===== config.mk =====
export PLATFORM = sky130hd
export DESIGN_NAME = mips_cpu_lsu_flat
export DESIGN_NICKNAME = d
export VERILOG_FILES = /design/src/rtl/mips_cpu_lsu_if.sv /design/src/rtl/mips_cpu_lsu.sv /design/src/flat_wrapper.sv
export SDC_FILE = /design/constraint.sdc
export NUM_CORES = 1
export LEC_CHECK = 0
export CAP_MARGIN = 10
export CORE_ASPECT_RATIO = 1.4
export CORE_UTILIZATION = 48
export DETAILED_ROUTE_END_ITERATION = 8
export PLACE_DENSITY = 0.81
export SLEW_MARGIN = 20
export SYNTH_ARGS = -nofsm -noshare
export SYNTH_HDL_FRONTEND = slang
export SYNTH_SLANG_ARGS = --single-unit

===== constraint.sdc =====
create_clock -name clk -period 3.6 [get_ports clk]
set_clock_uncertainty 0.2 [all_clocks]
set_input_delay 0.36 -clock clk [delete_from_list [all_inputs] [get_ports clk]]
set_output_delay 0.36 -clock clk [all_outputs]
set_load 0.1 [all_outputs]

===== src/rtl/mips_cpu_lsu_if.sv =====
// mips_cpu_lsu_if: request/response and data-bus bundle for the LSU.
// slave = LSU side; master = execute stage plus data memory side.
interface mips_cpu_lsu_if;
  logic        req_valid;
  logic        req_ready;
  logic [5:0]  req_opcode;
  logic [31:0] req_addr;
  logic [31:0] req_wdata;
  logic [31:0] req_rt_old;
  logic        resp_valid;
  logic [31:0] resp_rdata;
  logic        resp_err;
  logic [31:0] data_address;
  logic        data_read;
  logic        data_write;
  logic [31:0] data_writedata;
  logic [31:0] data_readdata;

  modport slave (
    input  req_valid,
    input  req_opcode,
    input  req_addr,
    input  req_wdata,
    input  req_rt_old,
    input  data_readdata,
    output req_ready,
    output resp_valid,
    output resp_rdata,
    output resp_err,
    output data_address,
    output data_read,
    output data_write,
    output data_writedata
  );

  modport master (
    output req_valid,
    output req_opcode,
    output req_addr,
    output req_wdata,
    output req_rt_old,
    output data_readdata,
    input  req_ready,
    input  resp_valid,
    input  resp_rdata,
    input  resp_err,
    input  data_address,
    input  data_read,
    input  data_write,
    input  data_writedata
  );
endinterface


===== src/rtl/mips_cpu_lsu.sv =====
// mips_cpu_lsu: MIPS load/store unit, one request at a time.
// Ports: clk, reset (sync, active-high), bus (mips_cpu_lsu_if.slave).
module mips_cpu_lsu (
  input logic           clk,
  input logic           reset,
  mips_cpu_lsu_if.slave bus
);

  typedef enum logic [2:0] {
    IDLE, RD, CAP, WR, RESP
  } state_t;

  localparam logic [5:0] OP_LB  = 6'b100000;
  localparam logic [5:0] OP_LH  = 6'b100001;
  localparam logic [5:0] OP_LWL = 6'b100010;
  localparam logic [5:0] OP_LW  = 6'b100011;
  localparam logic [5:0] OP_LBU = 6'b100100;
  localparam logic [5:0] OP_LHU = 6'b100101;
  localparam logic [5:0] OP_LWR = 6'b100110;
  localparam logic [5:0] OP_SB  = 6'b101000;
  localparam logic [5:0] OP_SH  = 6'b101001;
  localparam logic [5:0] OP_SW  = 6'b101011;

  state_t      state_q, state_d;
  logic [5:0]  op_q, op_d;
  logic [1:0]  off_q, off_d;
  logic [31:0] rt_q, rt_d;
  logic        req_ready_q, req_ready_d;
  logic        resp_valid_q, resp_valid_d;
  logic [31:0] resp_rdata_q, resp_rdata_d;
  logic        resp_err_q, resp_err_d;
  logic [31:0] data_address_q, data_address_d;
  logic        data_read_q, data_read_d;
  logic        data_write_q, data_write_d;
  logic [31:0] data_wdata_q, data_wdata_d;

  logic        fire;
  logic        req_legal;
  logic        req_load;
  logic        req_sw;
  logic        req_mis;
  logic        req_err;
  logic [31:0] word;
  logic [7:0]  byte_k;
  logic [15:0] half_k;
  logic [31:0] ld_res;
  logic [31:0] merged;
  logic        sub_store;

  assign fire = bus.req_valid && req_ready_q;

  always_comb begin
    req_legal = 1'b1;
    req_load  = 1'b0;
    req_sw    = 1'b0;
    req_mis   = 1'b0;
    unique case (bus.req_opcode)
      OP_LB, OP_LBU, OP_LWL, OP_LWR: begin
        req_load = 1'b1;
      end
      OP_LH, OP_LHU: begin
        req_load = 1'b1;
        req_mis  = bus.req_addr[0];
      end
      OP_LW: begin
        req_load = 1'b1;
        req_mis  = |bus.req_addr[1:0];
      end
      OP_SB: begin
        req_mis = 1'b0;
      end
      OP_SH: begin
        req_mis = bus.req_addr[0];
      end
      OP_SW: begin
        req_sw  = 1'b1;
        req_mis = |bus.req_addr[1:0];
      end
      default: begin
        req_legal = 1'b0;
      end
    endcase
    req_err = !req_legal || req_mis;
  end

  assign word   = bus.data_readdata;
  assign byte_k = word[{off_q, 3'b000} +: 8];
  assign half_k = off_q[1] ? word[31:16] : word[15:0];

  // LWL/LWR merge the loaded word with the old rt per byte offset.
  always_comb begin
    ld_res = word;
    unique case (op_q)
      OP_LB:  ld_res = {{24{byte_k[7]}}, byte_k};
      OP_LBU: ld_res = {24'h0, byte_k};
      OP_LH:  ld_res = {{16{half_k[15]}}, half_k};
      OP_LHU: ld_res = {16'h0, half_k};
      OP_LWL: begin
        unique case (off_q)
          2'd0:    ld_res = {word[7:0], rt_q[23:0]};
          2'd1:    ld_res = {word[15:0], rt_q[15:0]};
          2'd2:    ld_res = {word[23:0], rt_q[7:0]};
          default: ld_res = word;
        endcase
      end
      OP_LWR: begin
        unique case (off_q)
          2'd0:    ld_res = word;
          2'd1:    ld_res = {rt_q[31:24], word[31:8]};
          2'd2:    ld_res = {rt_q[31:16], word[31:16]};
          default: ld_res = {rt_q[31:8], word[31:24]};
        endcase
      end
      default: ld_res = word;
    endcase
  end

  // Store data sits in data_wdata_q until the read-modify-write merge.
  always_comb begin
    merged = word;
    if (op_q == OP_SB) begin
      merged[{off_q, 3'b000} +: 8] = data_wdata_q[7:0];
    end else if (off_q[1]) begin
      merged[31:16] = data_wdata_q[15:0];
    end else begin
      merged[15:0] = data_wdata_q[15:0];
    end
  end

  assign sub_store = (op_q == OP_SB) || (op_q == OP_SH);

  always_comb begin
    state_d        = state_q;
    op_d           = op_q;
    off_d          = off_q;
    rt_d           = rt_q;
    resp_rdata_d   = resp_rdata_q;
    resp_err_d     = resp_err_q;
    data_address_d = data_address_q;
    data_wdata_d   = data_wdata_q;
    unique case (state_q)
      IDLE: begin
        if (fire) begin
          op_d         = bus.req_opcode;
          off_d        = bus.req_addr[1:0];
          rt_d         = bus.req_rt_old;
          resp_rdata_d = 32'h0;
          resp_err_d   = req_err;
          if (req_err) begin
            state_d = RESP;
          end else begin
            data_address_d = {bus.req_addr[31:2], 2'b00};
            if (!req_load) begin
              data_wdata_d = bus.req_wdata;
            end
            state_d = req_sw ? WR : RD;
          end
        end
      end
      RD: begin
        state_d = CAP;
      end
      CAP: begin
        if (sub_store) begin
          data_wdata_d = merged;
          state_d      = WR;
        end else begin
          resp_rdata_d = ld_res;
          state_d      = RESP;
        end
      end
      WR: begin
        state_d = RESP;
      end
      RESP: begin
        state_d = IDLE;
      end
      default: begin
        state_d = IDLE;
      end
    endcase
    // Strobes are registered, decoded from the state being entered.
    req_ready_d  = state_d == IDLE;
    data_read_d  = state_d == RD;
    data_write_d = state_d == WR;
    resp_valid_d = state_d == RESP;
  end

  always_ff @(posedge clk) begin
    if (reset) begin
      state_q        <= IDLE;
      op_q           <= 6'h0;
      off_q          <= 2'h0;
      rt_q           <= 32'h0;
      req_ready_q    <= 1'b0;
      resp_valid_q   <= 1'b0;
      resp_rdata_q   <= 32'h0;
      resp_err_q     <= 1'b0;
      data_address_q <= 32'h0;
      data_read_q    <= 1'b0;
      data_write_q   <= 1'b0;
      data_wdata_q   <= 32'h0;
    end else begin
      state_q        <= state_d;
      op_q           <= op_d;
      off_q          <= off_d;
      rt_q           <= rt_d;
      req_ready_q    <= req_ready_d;
      resp_valid_q   <= resp_valid_d;
      resp_rdata_q   <= resp_rdata_d;
      resp_err_q     <= resp_err_d;
      data_address_q <= data_address_d;
      data_read_q    <= data_read_d;
      data_write_q   <= data_write_d;
      data_wdata_q   <= data_wdata_d;
    end
  end

  assign bus.req_ready      = req_ready_q;
  assign bus.resp_valid     = resp_valid_q;
  assign bus.resp_rdata     = resp_rdata_q;
  assign bus.resp_err       = resp_err_q;
  assign bus.data_address   = data_address_q;
  assign bus.data_read      = data_read_q;
  assign bus.data_write     = data_write_q;
  assign bus.data_writedata = data_wdata_q;

endmodule


===== src/flat_wrapper.sv =====
// flat-port wrapper written by rule: the top's interface ports become plain ports
module mips_cpu_lsu_flat 
  (clk, reset, bus_req_valid, bus_req_opcode, bus_req_addr, bus_req_wdata, bus_req_rt_old, bus_data_readdata, bus_req_ready, bus_resp_valid, bus_resp_rdata, bus_resp_err, bus_data_address, bus_data_read, bus_data_write, bus_data_writedata);
  mips_cpu_lsu_if bus_i ();
  input logic clk;
  input logic reset;
  input wire logic [$bits(bus_i.req_valid)-1:0] bus_req_valid;
  input wire logic [$bits(bus_i.req_opcode)-1:0] bus_req_opcode;
  input wire logic [$bits(bus_i.req_addr)-1:0] bus_req_addr;
  input wire logic [$bits(bus_i.req_wdata)-1:0] bus_req_wdata;
  input wire logic [$bits(bus_i.req_rt_old)-1:0] bus_req_rt_old;
  input wire logic [$bits(bus_i.data_readdata)-1:0] bus_data_readdata;
  output wire logic [$bits(bus_i.req_ready)-1:0] bus_req_ready;
  output wire logic [$bits(bus_i.resp_valid)-1:0] bus_resp_valid;
  output wire logic [$bits(bus_i.resp_rdata)-1:0] bus_resp_rdata;
  output wire logic [$bits(bus_i.resp_err)-1:0] bus_resp_err;
  output wire logic [$bits(bus_i.data_address)-1:0] bus_data_address;
  output wire logic [$bits(bus_i.data_read)-1:0] bus_data_read;
  output wire logic [$bits(bus_i.data_write)-1:0] bus_data_write;
  output wire logic [$bits(bus_i.data_writedata)-1:0] bus_data_writedata;
  assign bus_i.req_valid = bus_req_valid;
  assign bus_i.req_opcode = bus_req_opcode;
  assign bus_i.req_addr = bus_req_addr;
  assign bus_i.req_wdata = bus_req_wdata;
  assign bus_i.req_rt_old = bus_req_rt_old;
  assign bus_i.data_readdata = bus_data_readdata;
  assign bus_req_ready = bus_i.req_ready;
  assign bus_resp_valid = bus_i.resp_valid;
  assign bus_resp_rdata = bus_i.resp_rdata;
  assign bus_resp_err = bus_i.resp_err;
  assign bus_data_address = bus_i.data_address;
  assign bus_data_read = bus_i.data_read;
  assign bus_data_write = bus_i.data_write;
  assign bus_data_writedata = bus_i.data_writedata;
  mips_cpu_lsu u_core (.clk(clk), .reset(reset), .bus(bus_i));
endmodule

==> results.txt <==
- In this run the power spent charging and discharging nets is 0.00125 W.
- Insertion delay of the later-clocked pin in the worst-skew pair: 430 ps
* Number of rows in the core area: 55
- Startpoint of the worst-slack reg-to-reg timing path: u_core.off_q[1]
- Worst setup path category: reg2reg
- Counting along the longest clock path gives a buffer depth of 2.
- The routed layout has 8909 vias.
- Setup fix buffers added after clock tree synthesis: 0
* Count of endpoints failing hold in the final timing report: 0
* Predominant post-synthesis flop cell: sky130_fd_sc_hd__dfxtp_1
- First-pass detailed-route iteration total: 9
- Initial standard-cell utilization of the core: 0.494
* Clk slew on worst S/H paths: 70 ps
- DRC viols: 20
- During synthesis, Yosys emitted a total of 0 warnings.
* Count of unique library cells instantiated by Yosys: 72
* Register bit count reported by yosys: 142
* Part of the power in combinational logic: 0.173
- In this run the vertical extent of the chip is 155 um.
* Wire length of the first global-routing pass: 46600 um
- The cell area that synthesis handed to floorplanning was 8060 sq um.
- Average wire per cell in the routed design: 22.4 um
- Internal: 0.00289 W
- Antenna violations before repair: 0
* CTS Buf Count: 17
* Pins Over Slew Limit: 0
- Share of synthesized flip-flops with an asynchronous set or reset: 0
- Switching share of power: 0.301
- Layout overhead on the synthesized area: 38.4%
- Part of the total power dissipated in the clock network: 0.430
- Path type of the worst min-delay path: reg2reg
* PortBufs: 235
- Data on the critical path arrives at its endpoint at 3130 ps.
* Layout cells sized above 1: 0.0870
- Of the total power, registers draw 0.397.
* Final setup violating endpoints: 0
- Hold-fix buffers, CTS: 0
- For this run, the top clock speed supported by timing is 332 MHz.
- Once the clock tree was built, the resizer swapped 0 gates to a different size.
- Entering global routing, the biggest net connects 79 pins.
- Tot GR Track Use: 0.346
* # Max-Cap Violations: 0
- Total power after layout: 0.00414 W
- HPWL Detailed: 21200 um
- A synthesized cell averages 8.38 sq um.
- Max-Slew Margin vs Limit: 0.289
- The H-tree was split into 4 levels.
* Category of the worst setup path launch point: register
* Avg Vias per Cell: 6.50
- The number of placed instances, taps included, is 1339.
- Count of routing violations after the opening detailed-route iteration: 1398
* TritonCTS Sinks: 142
* Placeable core area: 16300 sq um
- Count of flip-flops with a built-in enable after synthesis: 0
- Final cell count without fillers: 1371
* CP Launch Point: u_core.off_q[1]
- Final wirelength: 30700 um
- After routing, the total negative slack on setup checks comes to 0 ps.
- Width of the die: 112 um
- Cell at the root of the clock tree: sky130_fd_sc_hd__clkbuf_16
- Remaining global-route overflow: 0
* Category of the worst setup path capture point: register
- Final period utilization: 0.838
* Number of fill cells: 1343
* Final min period: 3020 ps
- Status: finished with violations
- Worst Path Required: 3710 ps
* Count of mapped cells out of synthesis: 962
- Violations in the final reports: DRC
- For this run, the register share of the synthesized area comes to 0.353.
* Inserted Diodes: 0
- I/O pin total: 238
* Via count of the first global-routing pass: 8550
- Final antenna-violating net count: 0
- Setup repair after global routing missed its margin: false
- The die covers 17300 sq um.
* Power density of the placed cells: 371 nW/um^2
- After the last flow step, the layout net total stands at 1302.
- The worst-case IR drop observed on VDD is 0.000318 V.
- In this run the most critical hold path is launched from u_core.rt_q[27].
- Clock tree from TritonCTS: yes
* Transition time at the pin with the least slew margin: 1060 ps
- Along the worst path, the maximum fanout reaches 33.
* Routability-driven placement congestion ratio: 1.01
- Leakage power summed over all cells: 3.82 nW
==> power groups by stage <==
| stage | clock (W) | combinational, W | sequential [W] |
|---|---|---|---|
| after detailed placement | 0 | 0.000691 | 0.00168 |
| after floorplan | 0 | 0.000311 | 0.00173 |
| after CTS | 0.00178 | 0.000697 | 0.00164 |
| final | 0.00178 | 0.000717 | 0.00164 |
| after global placement | 0 | 0.000686 | 0.00168 |
| after global routing | 0.00186 | 0.000748 | 0.00165 |
==> path summary, 6_finish.rpt <==
check	end	depth (start not counted)	slack (ps)
worst max-delay path	u_core.bus.resp_rdata[23]	7	580
worst max register to register	u_core.bus.resp_rdata[23]	7	580
worst min-delay path	u_core.rt_q[27]	2	260
worst min register to register	u_core.rt_q[27]	2	260
==> per-layer routing <==
layer	GRT usage	vias to the layer above	part of all wire
li1	-	4039	-
met1	0.395	4125	0.36
met2	0.574	584	0.46
met3	0.0853	161	0.11
met4	0.232	0	0.069
met5	0	-	0
==> cell type report <==
class	count	area, sq um	area share
timing repair buffer	273	2650	0.237
tap	199	249	0.0223
sequential	142	2840	0.255
inverter	13	48.8	0.00438
multi-input combinational	712	4770	0.428
clock inverter	14	149	0.0134
clock buffer	18	439	0.0394
==> cell usage after synthesis (all sizes together), types with 12 or more instances <==
library cell	number	area, sq um
o2bb2ai	32	280
nor3	20	105
o31ai	16	120
a221oi	19	173
clkbuf	61	230
dfxtp	142	2840
a21oi	53	280
mux2i	54	541
nand2	117	442
inv	13	48.8
buf	35	178
nand3	38	190
o21ai	76	392
nor2b	13	81.3
a2bb2oi	16	140
a222oi	31	310
a22o	22	193
a211oi	19	143
nor2	64	250
nand2b	15	93.8
o41ai	12	176
==> registers in the layout (all words and copies together) (netlist names) <==
| register | cells |
|---|---|
| u_core.bus.data_address | 30 |
| u_core.bus.data_read | 1 |
| u_core.bus.data_write | 1 |
| u_core.bus.data_writedata | 32 |
| u_core.bus.req_ready | 1 |
| u_core.bus.resp_err | 1 |
| u_core.bus.resp_rdata | 32 |
| u_core.bus.resp_valid | 1 |
| u_core.off_q | 2 |
| u_core.op_q | 6 |
| u_core.rt_q | 32 |
| u_core.state_q | 3 |
==> cells by family after synthesis <==
logic type / after synthesis / share of synthesized area
compound gates: 338 / 0.321
other cells: 1 / 0.000465
mux: 56 / 0.0699
simple gates: 310 / 0.190
fa+ha+maj: 6 / 0.00932
flops: 142 / 0.353
buf+inv: 109 / 0.0567
==> cell usage in the layout (no fill, tap or decap), types with 3 or more instances in the layout <==
cell type,count
sky130_fd_sc_hd__and3_1,4
sky130_fd_sc_hd__a211oi_1,19
sky130_fd_sc_hd__inv_8,3
sky130_fd_sc_hd__clkinv_4,4
sky130_fd_sc_hd__inv_1,13
sky130_fd_sc_hd__nor2b_1,13
sky130_fd_sc_hd__a2bb2oi_1,16
sky130_fd_sc_hd__a22o_1,22
sky130_fd_sc_hd__clkdlybuf4s50_1,234
sky130_fd_sc_hd__o211ai_1,8
sky130_fd_sc_hd__buf_4,37
sky130_fd_sc_hd__a21oi_1,51
sky130_fd_sc_hd__o32ai_1,8
sky130_fd_sc_hd__o41ai_1,4
sky130_fd_sc_hd__a41oi_1,8
sky130_fd_sc_hd__a221oi_1,18
sky130_fd_sc_hd__dfxtp_1,142
sky130_fd_sc_hd__nand3_1,38
sky130_fd_sc_hd__o31ai_1,16
sky130_fd_sc_hd__inv_6,4
sky130_fd_sc_hd__clkbuf_16,17
sky130_fd_sc_hd__nand2b_1,15
sky130_fd_sc_hd__o221ai_1,8
sky130_fd_sc_hd__nor3_1,18
sky130_fd_sc_hd__nand2_1,116
sky130_fd_sc_hd__and2_1,9
sky130_fd_sc_hd__nor4_1,8
sky130_fd_sc_hd__o21ai_0,73
sky130_fd_sc_hd__a222oi_1,31
sky130_fd_sc_hd__o2bb2ai_1,32
sky130_fd_sc_hd__o41ai_2,7
sky130_fd_sc_hd__nor2_1,62
sky130_fd_sc_hd__mux2i_1,54
sky130_fd_sc_hd__ha_1,5
==> stage by stage <==
step | cell area, sq um | worst slack (ps) | hold WS, ps | utilization
after detailed placement | 10600 | 687 | 247 | 0.647
after global routing | 11100 | 362 | 273 | 0.684
after CTS | 11100 | 672 | 262 | 0.684
after floorplan | 8060 | 903 | 236 | -
after global placement | 10600 | 744 | 247 | 0.647
final | 11100 | 585 | 259 | 0.684
==> worst max-delay path, stage by stage (launching register included) <==
cell and delay (ps):
sky130_fd_sc_hd__dfxtp_1 350, sky130_fd_sc_hd__buf_4 420, sky130_fd_sc_hd__ha_2 700, sky130_fd_sc_hd__nor2b_1 400, sky130_fd_sc_hd__a222oi_1 420, sky130_fd_sc_hd__nor2_1 70, sky130_fd_sc_hd__a211oi_1 240, sky130_fd_sc_hd__o2bb2ai_1 80
Note: power is estimated with default switching activity, not from simulation.
